[src/rtl/alu_issue_stage.sv]
// Issue/capture stage around a combinational ALU: holds operands for a settle
// window, captures result and flags, and presents them over valid/ready.
module alu_issue_stage #(
  parameter int WIDTH         = 32,
  parameter int SETTLE_CYCLES = 4,
  parameter int CNT_WIDTH     = 16
) (
  input  logic                 clk,
  input  logic                 reset,
  input  logic                 in_valid,
  output logic                 in_ready,
  input  logic [WIDTH-1:0]     operandA,
  input  logic [WIDTH-1:0]     operandB,
  input  logic [2:0]           command,
  output logic [WIDTH-1:0]     alu_operandA,
  output logic [WIDTH-1:0]     alu_operandB,
  output logic [2:0]           alu_command,
  input  logic [WIDTH-1:0]     alu_result,
  input  logic                 alu_carryout,
  input  logic                 alu_zero,
  input  logic                 alu_overflow,
  output logic                 out_valid,
  input  logic                 out_ready,
  output logic [WIDTH-1:0]     result,
  output logic                 carryout,
  output logic                 zero,
  output logic                 overflow,
  output logic [CNT_WIDTH-1:0] op_count,
  output logic                 sticky_overflow,
  input  logic                 clear_sticky
);

  localparam logic [1:0] IDLE   = 2'd0;
  localparam logic [1:0] SETTLE = 2'd1;
  localparam logic [1:0] HOLD   = 2'd2;

  localparam logic [7:0]           SETTLE_INIT = 8'(SETTLE_CYCLES);
  localparam logic [CNT_WIDTH-1:0] CNT_ONE     = CNT_WIDTH'(1);

  logic [1:0]           state_q, state_d;
  logic [7:0]           settle_cnt_q, settle_cnt_d;
  logic [WIDTH-1:0]     alu_a_q, alu_a_d;
  logic [WIDTH-1:0]     alu_b_q, alu_b_d;
  logic [2:0]           alu_cmd_q, alu_cmd_d;
  logic [WIDTH-1:0]     result_q, result_d;
  logic                 carry_q, carry_d;
  logic                 zero_q, zero_d;
  logic                 ovf_q, ovf_d;
  logic                 out_valid_q, out_valid_d;
  logic [CNT_WIDTH-1:0] op_count_q, op_count_d;
  logic                 sticky_q, sticky_d;
  logic                 accept;
  logic                 out_hs;

  assign in_ready = ~reset & ((state_q == IDLE) | ((state_q == HOLD) & out_ready));
  assign accept   = in_valid & in_ready;
  assign out_hs   = out_valid_q & out_ready;

  always_comb begin
    state_d      = state_q;
    settle_cnt_d = settle_cnt_q;
    alu_a_d      = alu_a_q;
    alu_b_d      = alu_b_q;
    alu_cmd_d    = alu_cmd_q;
    result_d     = result_q;
    carry_d      = carry_q;
    zero_d       = zero_q;
    ovf_d        = ovf_q;
    out_valid_d  = out_valid_q;
    op_count_d   = op_count_q;
    // Clear is applied first so a same-edge capture overflow wins.
    sticky_d     = clear_sticky ? 1'b0 : sticky_q;

    case (state_q)
      IDLE: ;
      SETTLE: begin
        if (settle_cnt_q > 8'd1) begin
          settle_cnt_d = settle_cnt_q - 8'd1;
        end else begin
          result_d    = alu_result;
          carry_d     = alu_carryout;
          zero_d      = alu_zero;
          ovf_d       = alu_overflow;
          out_valid_d = 1'b1;
          state_d     = HOLD;
          if (alu_overflow) sticky_d = 1'b1;
        end
      end
      HOLD: begin
        if (out_hs) begin
          out_valid_d = 1'b0;
          state_d     = IDLE;
          if (op_count_q != '1) op_count_d = op_count_q + CNT_ONE;
        end
      end
      default: state_d = IDLE;
    endcase

    // Accept only occurs in IDLE or HOLD, so it overrides the HOLD->IDLE move.
    if (accept) begin
      alu_a_d      = operandA;
      alu_b_d      = operandB;
      alu_cmd_d    = command;
      settle_cnt_d = SETTLE_INIT;
      state_d      = SETTLE;
    end
  end

  always_ff @(posedge clk) begin
    if (reset) begin
      state_q      <= IDLE;
      settle_cnt_q <= '0;
      alu_a_q      <= '0;
      alu_b_q      <= '0;
      alu_cmd_q    <= '0;
      result_q     <= '0;
      carry_q      <= 1'b0;
      zero_q       <= 1'b0;
      ovf_q        <= 1'b0;
      out_valid_q  <= 1'b0;
      op_count_q   <= '0;
      sticky_q     <= 1'b0;
    end else begin
      state_q      <= state_d;
      settle_cnt_q <= settle_cnt_d;
      alu_a_q      <= alu_a_d;
      alu_b_q      <= alu_b_d;
      alu_cmd_q    <= alu_cmd_d;
      result_q     <= result_d;
      carry_q      <= carry_d;
      zero_q       <= zero_d;
      ovf_q        <= ovf_d;
      out_valid_q  <= out_valid_d;
      op_count_q   <= op_count_d;
      sticky_q     <= sticky_d;
    end
  end

  assign alu_operandA    = alu_a_q;
  assign alu_operandB    = alu_b_q;
  assign alu_command     = alu_cmd_q;
  assign result          = result_q;
  assign carryout        = carry_q;
  assign zero            = zero_q;
  assign overflow        = ovf_q;
  assign out_valid       = out_valid_q;
  assign op_count        = op_count_q;
  assign sticky_overflow = sticky_q;

endmodule

[config.mk]
export PLATFORM = sky130hd
export DESIGN_NAME = alu_issue_stage
export DESIGN_NICKNAME = d
export VERILOG_FILES = /design/src/rtl/alu_issue_stage.sv
export SDC_FILE = /design/constraint.sdc
export NUM_CORES = 1
export LEC_CHECK = 0
export CAP_MARGIN = 20
export CORE_ASPECT_RATIO = 1.75
export CORE_UTILIZATION = 44
export DETAILED_ROUTE_END_ITERATION = 10
export HOLD_SLACK_MARGIN = 0.15
export PLACE_DENSITY = 0.85
export SYNTH_ARGS = -nofsm -noshare
export SYNTH_HDL_FRONTEND = slang
export SYNTH_SLANG_ARGS = --single-unit
[constraint.sdc]
create_clock -name clk -period 5.25 [get_ports clk]
set_clock_uncertainty 0.2 [all_clocks]
set_input_delay 0.525 -clock clk [delete_from_list [all_inputs] [get_ports clk]]
set_output_delay 0.525 -clock clk [all_outputs]
set_load 0.005 [all_outputs]
==> run_results.csv <==
group,metric,value,unit
status,status,"complete, no violations",
finish,final-seq-area,0.002603,mm²
clocking,clkSinkCount,130,
sta,fin_crit,2.814,ns
detailed_routing,postRouteAntennaNets,0,
grt,grt_pass1_wl,20.22,mm
synth,ys_seq_elements,130,
finish,diodes,0,
sta,tightest_slew,0.7378,ns
finish,design_area,0.007880,mm²
setup_path,worstSetupPathType,"in2out",
detailed_routing,drt_iter0_drc,154,
placement,numPortBuffers,227,
synth,ys.flop_type,"dfxtp_1",
sta,setup_slack,2.436,ns
die,die-area,0.01170,mm²
placement,gp_congestion,0.7968,
setup_path,r2r_start,"settle_cnt_q[0]",
synth,postSynthAreaPerCell,8.077,µm²
power_and_ir_drop,vdd_ir_drop_max,283.4,µV
detailed_routing,finalWirelength,13.37,mm
die,row_count,50,
grt,grt_antenna_before_repair,0,
synth,syn_nets,723,
flow_run,drv_cap,0,
die,start_util,45.75,%
synth,ys_warn_count,0,
synth,ys_types,44,
setup_path,crit_start,"reset",
min_path,min_from,"result[6]",
setup_path,cp_num_cells,5,
placement,dp_cells,932,
setup_path,cp-end-kind,"primary output",
setup_path,crit_slowest_cell,"buf_4",
grt,grt_max_degree,138,
detailed_routing,drc_errors,0,
clocking,hold_buffers,0,
die,core,0.01082,mm²
setup_path,critPathBufInv,4,
sta,maxClockFrequency,355.4,MHz
clocking,post_cts_buffers,0,
sta,fin_setup_tns,0,ns
power_and_ir_drop,seqPwrFrac,39.6,%
setup_path,cp_max_fo,73,
finish,fin_cells,966,
die,io_pins,228,
power_and_ir_drop,p_comb_share,17.5,%
power_and_ir_drop,power_density,364.6,mW/mm²
sta,setup_viol,0,
finish,multiInputGateArea,0.002130,mm²
power_and_ir_drop,switchingPower,0.0007007,W
die,die_w,82.19,µm
sta,rsz0062_at_grt,"no",
synth,async_reset_ff_share,0,%
power_and_ir_drop,p_total,0.002873,W
sta,slew_headroom,50.82,%
synth,synth-seq-area-share,52.57,%
finish,syn_to_final_growth,59.16,%
synth,syn_area,0.004951,mm²
setup_path,cp_top_family,"buffers and inverters",
grt,grt_overflow_total,0,
die,die_h,142.3,µm
finish,nNetsFinal,933,
sta,drv_slew,0,
detailed_routing,via_per_inst,5.138,
power_and_ir_drop,internal-power,0.002173,W
detailed_routing,dr.pass1.iters,4,
setup_path,worst_setup_path_start_kind,"input port",
clocking,htreeDepth,4,
setup_path,critPathMaxStageDelay,0.57,ns
grt,grt_usage,22.54,%
clocking,clockBufferDepth,2,
clocking,path_clk_slew,0.05,ns
grt,grt_pass1_vias,4646,
min_path,holdPathStages,2,
clocking,cts_buffers,17,
setup_path,worstRegToRegCells,7,
setup_path,path_cells,"buf_2, inv_2, buf_4, and3_1, clkdlybuf4s50_1",
clocking,cts_tree,"yes",
detailed_routing,num_vias,4963,
power_and_ir_drop,switching_share,24.38,%
synth,synthCells,613,
power_and_ir_drop,leakagePower,2.824,nW
clocking,cts-root-buf,"clkbuf_16",
setup_path,arrival,2.09,ns
placement,dp_slack,2.265,ns
placement,dp_hpwl,9.341,mm
setup_path,crit_required,4.53,ns
sta,period_share,53.60,%
sta,finalHoldViolCount,0,
synth,synth-edff-count,0,
finish,fillers,771,
detailed_routing,wl_per_cell,13.84,µm
placement,postPlaceCellArea,0.007214,mm²
finish,drive_gt1_share,5.861,%
min_path,hp-class,"reg2reg",
clocking,clock_latency,0.41,ns
power_and_ir_drop,p_clk_share,42.8,%
clocking,cts_resized,0,
[cells in the mapped netlist (2+ instances only)]
| library cell | count | share of area [%] |
|---|---|---|
| a21oi_1 | 51 | 5.2 |
| and3_1 | 3 | 0.38 |
| buf_2 | 11 | 1.1 |
| buf_6 | 4 | 0.91 |
| clkbuf_1 | 25 | 1.9 |
| dfxtp_1 | 130 | 53 |
| ha_1 | 3 | 0.76 |
| inv_1 | 4 | 0.30 |
| mux2_2 | 4 | 0.91 |
| nand2_1 | 214 | 16 |
| nand2b_1 | 2 | 0.25 |
| nand3_1 | 8 | 0.81 |
| nand4_1 | 6 | 0.76 |
| nor2_1 | 16 | 1.2 |
| nor2b_1 | 6 | 0.76 |
| nor3_1 | 3 | 0.30 |
| nor4_1 | 4 | 0.51 |
| nor4b_1 | 2 | 0.35 |
| o2111ai_1 | 2 | 0.35 |
| o21a_1 | 2 | 0.30 |
| o21ai_0 | 71 | 7.2 |
| o31a_1 | 3 | 0.53 |
| o31ai_1 | 5 | 0.76 |
| or3_1 | 8 | 1.0 |
| or4_1 | 5 | 0.76 |
| xor2_1 | 3 | 0.53 |
[routing by layer]
layer / GRT usage (%) / vias to the layer above / routed length [µm]
met5: 0 / - / 0
met4: 10.90 / 0 / 309
met3: 8.974 / 26 / 1273
met2: 40.63 / 225 / 6949
met1: 21.29 / 2240 / 4841
li1: - / 2472 / -
[per-stage QoR]
| step | utilization, % | hold slack (ns) |
|---|---|---|
| 5_1_grt | 72.81 | 0.2715 |
| 3_5_place_dp | 66.66 | 0.2469 |
| 6_report | 72.81 | 0.2496 |
| 4_1_cts | 72.49 | 0.2544 |
| 2_1_floorplan | - | 0.2475 |
| 3_3_place_gp | 66.52 | 0.2414 |
[final cells by class]
class	count	area share [%]
Clock buffer	21	6.097
Clock inverter	11	1.905
Inverter	4	0.1905
Multi-Input combinational cell	437	27.02
Sequential cell	130	33.03
Tap cell	130	2.064
Timing Repair Buffer	233	29.69
[kinds of logic (layout without fill, tap and decap cells)]
logic type / count (synthesis) / in the layout / share of synthesized area, %
flip-flops: 130 / 130 / 52.57
AND/OR/NAND/NOR: 286 / 286 / 25.37
adder cells (fa/ha/maj): 3 / 3 / 0.7582
XOR/XNOR: 4 / 4 / 0.7077
AO/OA/AOI/OAI: 139 / 139 / 15.01
multiplexers: 5 / 5 / 1.112
buffers and inverters: 46 / 269 / 4.473
[sequential cells by signal, indices dropped and copies added (netlist names)]
register / count
zero: 1
carryout: 1
settle_cnt_q: 8
alu_operandB: 32
result: 32
overflow: 1
alu_operandA: 32
sticky_overflow: 1
op_count: 16
state_q: 2
out_valid: 1
alu_command: 3
[cell usage in the layout (no fill, tap or decap), types with 5 or more instances in the layout]
cell type / n
clkinvlp_4: 5
a21oi_1: 51
clkdlybuf4s50_1: 226
nor2b_1: 6
or4_1: 5
nand3_1: 8
nor2_1: 16
o21ai_0: 71
dfxtp_1: 130
clkbuf_16: 17
or3_1: 8
o31ai_1: 5
nand2_1: 214
nand4_1: 6
[tightest hold or removal path, cell delays in order, from the launching register on]
cell	delay, ns
dfxtp_1	0.30
nand2_1	0.05
a21oi_1	0.05
[worst paths after layout]
check	end	slack, ns
max	in_ready	2.44
min	result[6]	0.25
max reg2reg	result[31]	2.98
min reg2reg	result[6]	0.25
[power groups by stage]
| stage | clock [W] | combinational (W) | sequential [W] |
|---|---|---|---|
| after floorplan | 0 | 0.000206 | 0.00116 |
| after global placement | 0 | 0.000482 | 0.00115 |
| after detailed placement | 0 | 0.000501 | 0.00116 |
| after CTS | 0.00125 | 0.000504 | 0.00114 |
| after global routing | 0.00129 | 0.000555 | 0.00115 |
| final | 0.00123 | 0.000504 | 0.00114 |
Note: power is estimated with default switching activity, not from simulation.
